**config.mk**
```make
export PLATFORM = sky130hd
export DESIGN_NAME = servo_pwm_bank_flat
export DESIGN_NICKNAME = d
export VERILOG_FILES = /design/src/rtl/servo_pwm_pkg.sv /design/src/rtl/servo_pwm_bank_if.sv /design/src/rtl/servo_slew_channel.sv /design/src/rtl/servo_pwm_bank.sv /design/src/flat_wrapper.sv
export SDC_FILE = /design/constraint.sdc
export NUM_CORES = 2
export LEC_CHECK = 0
export CAP_MARGIN = 10
export CORE_MARGIN = 2
export CORE_UTILIZATION = 35
export DETAILED_ROUTE_END_ITERATION = 10
export REMOVE_ABC_BUFFERS = 1
export SETUP_SLACK_MARGIN = 0.5
export SYNTH_ARGS = -nofsm -noshare
export SYNTH_HDL_FRONTEND = slang
export SYNTH_HIERARCHICAL = 1
export SYNTH_SLANG_ARGS = --single-unit
```
**constraint.sdc**
```tcl
create_clock -name clk -period 8.9 [get_ports clk]
set_input_delay 1.335 -clock clk [delete_from_list [all_inputs] [get_ports clk]]
set_output_delay 1.335 -clock clk [all_outputs]
set_load 0.02 [all_outputs]
```
**src/rtl/servo_pwm_pkg.sv**
```systemverilog
// Shared Q16.16 helpers for the servo PWM bank.
// Angle clamp, per-frame slew step and pulse-width scaling.
package servo_pwm_pkg;

    localparam int Q_FRAC = 16;

    typedef logic signed [31:0] q16_t;

    function automatic q16_t q_clamp(q16_t a, int unsigned max_deg);
        q16_t hi;
        hi = q16_t'(max_deg << Q_FRAC);
        if (a < 0) return '0;
        if (a > hi) return hi;
        return a;
    endfunction

    function automatic q16_t q_step(q16_t cur, q16_t tgt, q16_t step);
        q16_t d;
        q16_t ad;
        d  = tgt - cur;
        ad = d[31] ? -d : d;
        if (step == 0 || ad <= step) return tgt;
        return d[31] ? cur - step : cur + step;
    endfunction

    // Ceiling keeps ANG_MAX landing on the full span despite truncation.
    function automatic logic [31:0] q_scale(int unsigned span,
                                            int unsigned ang_max);
        logic [63:0] num;
        num = (64'(span) << Q_FRAC) + 64'(ang_max) - 64'd1;
        return 32'(num / 64'(ang_max));
    endfunction

    function automatic logic [31:0] q_width(q16_t cur, logic [31:0] scale);
        return 32'((64'($unsigned(cur)) * 64'(scale)) >> (2 * Q_FRAC));
    endfunction

endpackage

```
**src/rtl/servo_pwm_bank_if.sv**
```systemverilog
// Target-angle write port: valid/ready with channel index and angle.
interface servo_pwm_bank_if
    import servo_pwm_pkg::*;
#(
    parameter int CH_W = 2
);

    logic            tgt_valid;
    logic            tgt_ready;
    logic [CH_W-1:0] tgt_ch;
    q16_t            tgt_angle;

    modport master (
        output tgt_valid,
        output tgt_ch,
        output tgt_angle,
        input  tgt_ready
    );

    modport slave (
        input  tgt_valid,
        input  tgt_ch,
        input  tgt_angle,
        output tgt_ready
    );

endinterface

```
**src/rtl/servo_slew_channel.sv**
```systemverilog
// One servo channel: target/current angle, slew, width latch, pulse.
module servo_slew_channel
    import servo_pwm_pkg::*;
#(
    parameter int          CNT_W   = 8,
    parameter int          MIN_CYC = 50,
    parameter int          ANG_MAX = 180,
    parameter logic [31:0] SCALE   = 32'd36409,
    parameter q16_t        STEP_Q  = 32'h0002_0000,
    parameter q16_t        HOME_Q  = 32'h005A_0000
) (
    input  logic             clk,
    input  logic             rst_n,
    input  logic             wr,
    input  q16_t             wr_angle,
    input  logic             step_en,
    input  logic             frame_start,
    input  logic [CNT_W-1:0] frame_cnt,
    input  logic             en,
    output logic             pwm,
    output logic             settled,
    output logic             clip
);

    localparam logic [CNT_W-1:0] HOME_W =
        CNT_W'(32'(MIN_CYC) + q_width(HOME_Q, SCALE));

    q16_t             tgt;
    q16_t             cur;
    q16_t             wr_clamped;
    logic [CNT_W-1:0] width;
    logic             arm;
    logic             gate;

    assign wr_clamped = q_clamp(wr_angle, ANG_MAX);

    // Enable must be high from the frame start on, so a late enable
    // never produces a runt pulse.
    assign gate = en && (frame_start || arm);

    always_ff @(posedge clk) begin
        if (!rst_n) begin
            tgt     <= HOME_Q;
            cur     <= HOME_Q;
            width   <= HOME_W;
            clip    <= 1'b0;
            settled <= 1'b1;
            arm     <= 1'b0;
            pwm     <= 1'b0;
        end else begin
            if (wr) begin
                tgt  <= wr_clamped;
                clip <= (wr_clamped != wr_angle);
            end
            if (step_en)
                cur <= q_step(cur, tgt, STEP_Q);
            if (frame_start)
                width <= CNT_W'(32'(MIN_CYC) + q_width(cur, SCALE));
            settled <= (cur == tgt);
            arm     <= gate;
            pwm     <= gate && (frame_cnt < width);
        end
    end

endmodule

```
**src/rtl/servo_pwm_bank.sv**
```systemverilog
// N-channel hobby-servo PWM bank with clamped, slew-limited targets.
module servo_pwm_bank
    import servo_pwm_pkg::*;
#(
    parameter int   N_CH     = 3,
    parameter int   CLK_HZ   = 50_000_000,
    parameter int   FRAME_US = 20000,
    parameter int   MIN_US   = 500,
    parameter int   MAX_US   = 2500,
    parameter int   ANG_MAX  = 180,
    parameter q16_t STEP_Q   = 32'h0002_0000,
    parameter q16_t HOME_Q   = 32'h005A_0000
) (
    input  logic             clk,
    input  logic             rst_n,
    servo_pwm_bank_if.slave  tgt,
    input  logic [N_CH-1:0]  en,
    output logic [N_CH-1:0]  pwm,
    output logic             frame_tick,
    output logic [N_CH-1:0]  settled,
    output logic [N_CH-1:0]  clip
);

    localparam int CH_W      = (N_CH > 1) ? $clog2(N_CH) : 1;
    localparam int CYC_US    = CLK_HZ / 1_000_000;
    localparam int FRAME_CYC = CYC_US * FRAME_US;
    localparam int MIN_CYC   = CYC_US * MIN_US;
    localparam int MAX_CYC   = CYC_US * MAX_US;
    localparam int SPAN      = MAX_CYC - MIN_CYC;
    localparam int CNT_W     = $clog2(FRAME_CYC + 1);

    localparam logic [31:0]      SCALE = q_scale(SPAN, ANG_MAX);
    localparam logic [CNT_W-1:0] LAST  = CNT_W'(FRAME_CYC - 1);

    logic [CNT_W-1:0] frame_cnt;
    logic [CNT_W-1:0] cnt_nxt;
    logic             ready;
    logic             fire;
    logic             step_en;
    logic             frame_start;

    assign cnt_nxt     = (frame_cnt == LAST) ? '0 : frame_cnt + CNT_W'(1);
    assign step_en     = (frame_cnt == LAST);
    assign frame_start = (frame_cnt == '0);
    assign fire        = tgt.tgt_valid && ready;
    assign tgt.tgt_ready = ready;

    // Ready drops for the last frame cycle so writes never race the step.
    always_ff @(posedge clk) begin
        if (!rst_n) begin
            frame_cnt  <= '0;
            frame_tick <= 1'b0;
            ready      <= 1'b0;
        end else begin
            frame_cnt  <= cnt_nxt;
            frame_tick <= frame_start;
            ready      <= (cnt_nxt != LAST);
        end
    end

    for (genvar i = 0; i < N_CH; i++) begin : g_ch
        logic wr;

        assign wr = fire && (tgt.tgt_ch == CH_W'(i));

        servo_slew_channel #(
            .CNT_W   (CNT_W),
            .MIN_CYC (MIN_CYC),
            .ANG_MAX (ANG_MAX),
            .SCALE   (SCALE),
            .STEP_Q  (STEP_Q),
            .HOME_Q  (HOME_Q)
        ) u_ch (
            .clk         (clk),
            .rst_n       (rst_n),
            .wr          (wr),
            .wr_angle    (tgt.tgt_angle),
            .step_en     (step_en),
            .frame_start (frame_start),
            .frame_cnt   (frame_cnt),
            .en          (en[i]),
            .pwm         (pwm[i]),
            .settled     (settled[i]),
            .clip        (clip[i])
        );
    end

endmodule

```
**src/flat_wrapper.sv**
```systemverilog
// flat-port wrapper written by rule: the top's interface ports become plain ports
module servo_pwm_bank_flat import servo_pwm_pkg::*;
#(
    parameter int   N_CH     = 3,
    parameter int   CLK_HZ   = 50_000_000,
    parameter int   FRAME_US = 20000,
    parameter int   MIN_US   = 500,
    parameter int   MAX_US   = 2500,
    parameter int   ANG_MAX  = 180,
    parameter q16_t STEP_Q   = 32'h0002_0000,
    parameter q16_t HOME_Q   = 32'h005A_0000
)
  (clk, rst_n, en, pwm, frame_tick, settled, clip, tgt_tgt_valid, tgt_tgt_ch, tgt_tgt_angle, tgt_tgt_ready);
  servo_pwm_bank_if #(.CH_W(2)) tgt_i ();
  input  logic clk;
  input  logic rst_n;
  input  logic [N_CH-1:0] en;
  output logic [N_CH-1:0] pwm;
  output logic frame_tick;
  output logic [N_CH-1:0] settled;
  output logic [N_CH-1:0] clip;
  input wire logic [$bits(tgt_i.tgt_valid)-1:0] tgt_tgt_valid;
  input wire logic [$bits(tgt_i.tgt_ch)-1:0] tgt_tgt_ch;
  input wire logic [$bits(tgt_i.tgt_angle)-1:0] tgt_tgt_angle;
  output wire logic [$bits(tgt_i.tgt_ready)-1:0] tgt_tgt_ready;
  assign tgt_i.tgt_valid = tgt_tgt_valid;
  assign tgt_i.tgt_ch = tgt_tgt_ch;
  assign tgt_i.tgt_angle = tgt_tgt_angle;
  assign tgt_tgt_ready = tgt_i.tgt_ready;
  servo_pwm_bank #(.N_CH(N_CH), .CLK_HZ(CLK_HZ), .FRAME_US(FRAME_US), .MIN_US(MIN_US), .MAX_US(MAX_US), .ANG_MAX(ANG_MAX), .STEP_Q(STEP_Q), .HOME_Q(HOME_Q)) u_core (.clk(clk), .rst_n(rst_n), .tgt(tgt_i), .en(en), .pwm(pwm), .frame_tick(frame_tick), .settled(settled), .clip(clip));
endmodule
```
==> summary.log <==
qor: routing.antenna_violating_nets_left 0
qor: routing.avgViaCountPerCell 5.246
qor: power.power.internal 2.723 mW
qor: setup_path.worst_path_max_stage_delay 0.61 ns
qor: timing.fin_crit 8.166 ns
qor: synthesis.most_used_flip_flop_cell_after_synthesis dfxtp_1
qor: synthesis.number_of_library_cell_types_mapped_by_synthesis 127
qor: synthesis.synth-warning-count 6
qor: clocking.ctsLongestPathBuffers 3
qor: placement.placed_cells 10,190
qor: placement.buffer_ports.inserted 50
qor: clocking.clock_root_buffer clkbuf_16
qor: job.drv.max_cap_violation_count 0
qor: timing.hold_violations 0
qor: timing.fin_worst_hold_slack 0.4746 ns
qor: setup_path.worst_setup_path_startpoint u_core/g_ch[0].u_ch/cur[26]$_SDFFE_PN0P_
qor: placement.detailedPlacementHpwl 174,100 um
qor: synthesis.number_of_standard_cells_after_synthesis 7,667
qor: final_layout.multi_input_area 54,380 um2
qor: grt.grt_start_max_net_pins 72
qor: final_layout.post_route_cells_drive_above_1_share 5.477%
qor: floorplanning.fp.dieArea 195,800 um2
qor: setup_path.worst_ep_arrival_time 8.65 ns
qor: grt.grt_antenna_before_repair 4
qor: synthesis.fraction_of_registers_with_async_set_or_reset_after_synthesis 0%
qor: power.worst_ir_drop_vdd 126.8 uV
qor: final_layout.filler_cell_count 19,360
qor: grt.via_count_of_the_first_global_routing_pass 56,460
qor: synthesis.postSynthAreaPerCell 8.777 um2
qor: min_path.timing.hold.worst_endpoint u_core/g_ch[2].u_ch/arm$_SDFF_PN0_
qor: setup_path.r2r-start u_core/g_ch[0].u_ch/cur[26]$_SDFFE_PN0P_
qor: synthesis.synth_largest_type_area_fraction 26.77%
qor: grt.global_route.usage.total 20.98%
qor: clocking.cts_tree built
qor: routing.routed_wl 204,100 um
qor: setup_path.timing.setup.critical_path_class reg -> reg
qor: clocking.htreeDepth 2
qor: final_layout.finalNetCount 9,854
qor: synthesis.postSynthRegisterBits 283
qor: power.finalPower 3.903 mW
qor: synthesis.synth_edf_count 0
qor: power.total_switching_power 1.180 mW
qor: timing.finalMaxSlewViolations 0
qor: routing.drc_errors 0
qor: floorplanning.io-pin-count 51
qor: grt.grt_first_pass_wirelength 324,900 um
qor: synthesis.post_synth_instance_area 67,290 um2
qor: clocking.clock_insertion_delay_worst_skew 0.63 ns
qor: min_path.min_path_cells 1
qor: power.power.static_leakage 39.22 nW
qor: setup_path.worstPathBufferInverterCount 7
qor: timing.worstMarginPinSlew 1.213 ns
qor: placement.place_congestion 0.9295
qor: synthesis.most_area_hungry_cell_type_in_the_yosys_netlist fa_1
qor: timing.max-slew-margin-rel 18.44%
qor: clocking.numCtsBuffers 41
qor: setup_path.reg2reg_to u_core/g_ch[0].u_ch/width[19]$_SDFFE_PN0P_
qor: setup_path.critical_path.startpoint_type flip-flop
qor: min_path.hold_path_startpoint u_core/g_ch[2].u_ch/arm$_SDFF_PN0_
qor: timing.total_setup_violations_reported_at_the_end_of_the_flow 0
qor: power.netSwitchingFraction 30.23%
qor: setup_path.cp_max_fo 8
qor: floorplanning.initial_core_util 35.31%
qor: run_status.outcome finished clean
qor: setup_path.cpLargestDelayFamily adder cells
qor: final_layout.area_occupied_by_registers 5697 um2
qor: final_layout.layout-area-overhead-vs-synth 8.493%
qor: power.clock_power_share 48.1%
qor: clocking.clock_sinks 283
qor: power.power_frac_comb 18.4%
qor: final_layout.instances_no_fill 10,280
qor: routing.drt_pass1_iterations 6
qor: min_path.hold_path_class reg -> reg
qor: final_layout.post-route-util 38.31%
qor: floorplanning.rows 160
qor: power.pwr-share-seq 33.5%
qor: synthesis.synth-seq-area-share 8.419%
qor: setup_path.reg2reg_setup_slack 0.73 ns
qor: floorplanning.die_x 442.5 um
qor: routing.route.detailed.wl_per_inst 19.86 um
qor: setup_path.timing.reg2reg.worst_path_depth 27
qor: setup_path.crit_path_top_delay_cell dfxtp_1
qor: synthesis.synth_area_leaders fa_1 (27%), ha_1 (22%), inv_1 (9.8%), dfxtp_1 (8.4%), nand2_1 (2.7%)
qor: setup_path.timing.critical_path.required 9.39 ns
qor: floorplanning.core-area 190,600 um2
qor: timing.grt_setup_unrepaired false
qor: timing.clock.fmax 0.1225 GHz
qor: timing.final.setup_skew 0.04366 ns
qor: routing.initialDrtViolationCount 3,444
qor: power.power_per_cell_area 53.46 nW/um2
qor: grt.globalRouteOverflowTotal 0
qor: clocking.cts_hold_buf 0
qor: setup_path.endpoint_kind flip-flop
qor: routing.via_count 53,900
qor: clocking.path_clk_slew 0.06 ns
qor: timing.period_share 91.75%
qor: floorplanning.die_h 442.5 um
==> power groups by stage <==
| stage | clock, mW | sequential, mW | combinational [mW] |
|---|---|---|---|
| floorplan | 0 | 1.33 | 0.482 |
| global placement | 0 | 1.34 | 0.695 |
| global route | 1.96 | 1.31 | 0.777 |
| CTS | 1.93 | 1.31 | 0.707 |
| finish | 1.88 | 1.31 | 0.719 |
| detailed placement | 0 | 1.34 | 0.703 |
==> worst max path at each step <==
stage | end | slack, ns | depth (start not counted)
3_5_place_dp | u_core/g_ch[2].u_ch/width[19]$_SDFFE_PN0P_ | 0.19 | 26
6_report | u_core/g_ch[0].u_ch/width[19]$_SDFFE_PN0P_ | 0.73 | 27
5_1_grt | u_core/g_ch[2].u_ch/width[19]$_SDFFE_PN0P_ | 0.49 | 30
4_1_cts | u_core/g_ch[2].u_ch/width[19]$_SDFFE_PN0P_ | 0.43 | 28
2_1_floorplan | u_core/g_ch[0].u_ch/width[19]$_SDFFE_PN0P_ | -2.78 | 7
3_3_place_gp | u_core/g_ch[2].u_ch/width[14]$_SDFFE_PN0P_ | 0.30 | 26
==> stage by stage <==
step	setup slack (ns)	cell area (um2)	TNS, ns
floorplan	-2.779	66410	-125.70
global placement	0.2980	71230	0
detailed placement	0.1939	71230	0
CTS	0.4338	72750	0
global route	0.4940	73010	0
finish	0.7342	73010	0
==> worst register-to-register path: stages (launching register included) <==
cell and delay (ns):
dfxtp_1 0.61, inv_1 0.29, fa_1 0.57, fa_1 0.52
inv_1 0.05, fa_1 0.47, inv_1 0.07, fa_1 0.53
inv_1 0.06, fa_1 0.54, inv_1 0.06, fa_1 0.52
inv_1 0.04, ha_1 0.41, and3_1 0.22, nand3_1 0.16
or4_1 0.49, a311oi_1 0.30, buf_4 0.22, nor3_1 0.05
a211o_1 0.39, a21boi_0 0.18, o21ai_1 0.26, a211oi_2 0.16
nor3_1 0.24, xor2_1 0.24, nor3_1 0.09, o31a_1 0.29
==> cells in the mapped netlist (14+ instances only) <==
| master | instances |
|---|---|
| dfxtp_1 | 283 |
| and3_1 | 72 |
| o21a_1 | 59 |
| a22oi_1 | 41 |
| inv_1 | 1755 |
| o31a_1 | 17 |
| o21bai_1 | 36 |
| and4_1 | 17 |
| nand4_1 | 85 |
| mux2i_1 | 104 |
| o21ai_0 | 207 |
| a211o_1 | 35 |
| o211ai_1 | 68 |
| nor2_1 | 294 |
| and2_1 | 74 |
| a21boi_0 | 20 |
| or3_1 | 34 |
| a311oi_1 | 17 |
| xor2_1 | 109 |
| fa_1 | 900 |
| buf_2 | 35 |
| o2111ai_1 | 19 |
| a21o_1 | 111 |
| or2_2 | 40 |
| ha_1 | 1184 |
| nand2b_1 | 55 |
| nor4b_1 | 16 |
| o22ai_1 | 31 |
| nand2_1 | 479 |
| a31oi_1 | 43 |
| nor3b_1 | 18 |
| buf_6 | 14 |
| nand3_1 | 134 |
| o21ai_1 | 14 |
| o31ai_1 | 20 |
| clkbuf_1 | 127 |
| o211a_1 | 15 |
| a211oi_1 | 64 |
| nor3_1 | 107 |
| a21oi_1 | 301 |
| nand3b_1 | 18 |
| xnor2_1 | 177 |
| nor2b_1 | 79 |
| nor4_1 | 61 |
==> placed cells by master (no fill, tap or decap), types with 18 or more instances in the layout <==
cell and n:
a211o_1 35, a211oi_1 58, a21boi_0 19, a21o_1 111, a21oi_1 299, a22oi_1 41
a31oi_1 41, and2_1 74, and3_1 72, buf_4 154, clkbuf_16 42, clkdlybuf4s50_1 49
dfxtp_1 258, dfxtp_2 25, fa_1 900, ha_1 1183, inv_1 1754, mux2i_1 104
nand2_1 479, nand2b_1 55, nand3_1 134, nand3b_1 18, nand4_1 85, nor2_1 293
nor2b_1 79, nor3_1 104, nor4_1 57, o2111ai_1 19, o211ai_1 68, o21a_1 59
o21ai_0 203, o21bai_1 36, o22ai_1 30, o31ai_1 19, or2_2 40, or3_1 34
xnor2_1 175, xor2_1 106
==> area by class of cell <==
type | instances | share of cell area, %
diodes | 4 | 0.01371
multi-input cells | 5439 | 74.48
clock buffers | 51 | 1.554
inverters | 1759 | 9.045
flip-flops and latches | 283 | 7.803
repair buffers | 206 | 2.305
clock inverters | 22 | 0.4970
well taps | 2511 | 4.303
==> cell families after synthesis <==
group	Yosys count	synth area share (%)
AOI/OAI and AO/OA	1307	13.55
xor gates and xnor gates	289	3.804
adders and majority gates	2084	48.79
buffers and inverters	1945	11.12
DFF	283	8.419
muxes	108	1.614
and+or+nand+nor	1651	12.70
==> sequential cells by signal, indices dropped and copies added, names as in the netlist <==
| name | flops |
|---|---|
| u_core/g_ch.u_ch/width | 60 |
| u_core/g_ch.u_ch/settled | 3 |
| u_core/frame_tick | 1 |
| u_core/frame_cnt | 20 |
| u_core/g_ch.u_ch/clip | 3 |
| u_core/g_ch.u_ch/arm | 3 |
| u_core/g_ch.u_ch/pwm | 3 |
| u_core/tgt.tgt_ready | 1 |
| u_core/g_ch.u_ch/cur | 96 |
| u_core/g_ch.u_ch/tgt | 93 |
==> layer usage <==
| metal | GRT usage (%) | vias up | share of wire, % |
|---|---|---|---|
| li1 | - | 25570 | - |
| met1 | 27.83 | 26810 | 44 |
| met2 | 35.86 | 1244 | 48 |
| met3 | 1.834 | 284 | 4.4 |
| met4 | 6.844 | 2 | 3.6 |
| met5 | 0 | - | 0.0098 |
==> repair_timing <==
item / in CTS / in global routing
endpoints found under the setup margin: 7 / 16
pin swaps: 0 / 9
hold endpoints to repair: 0 / 0
buffers inserted: 0 / 8
resized for setup: 5 / 56
No activity file was read; power rests on OpenSTA's default activity.
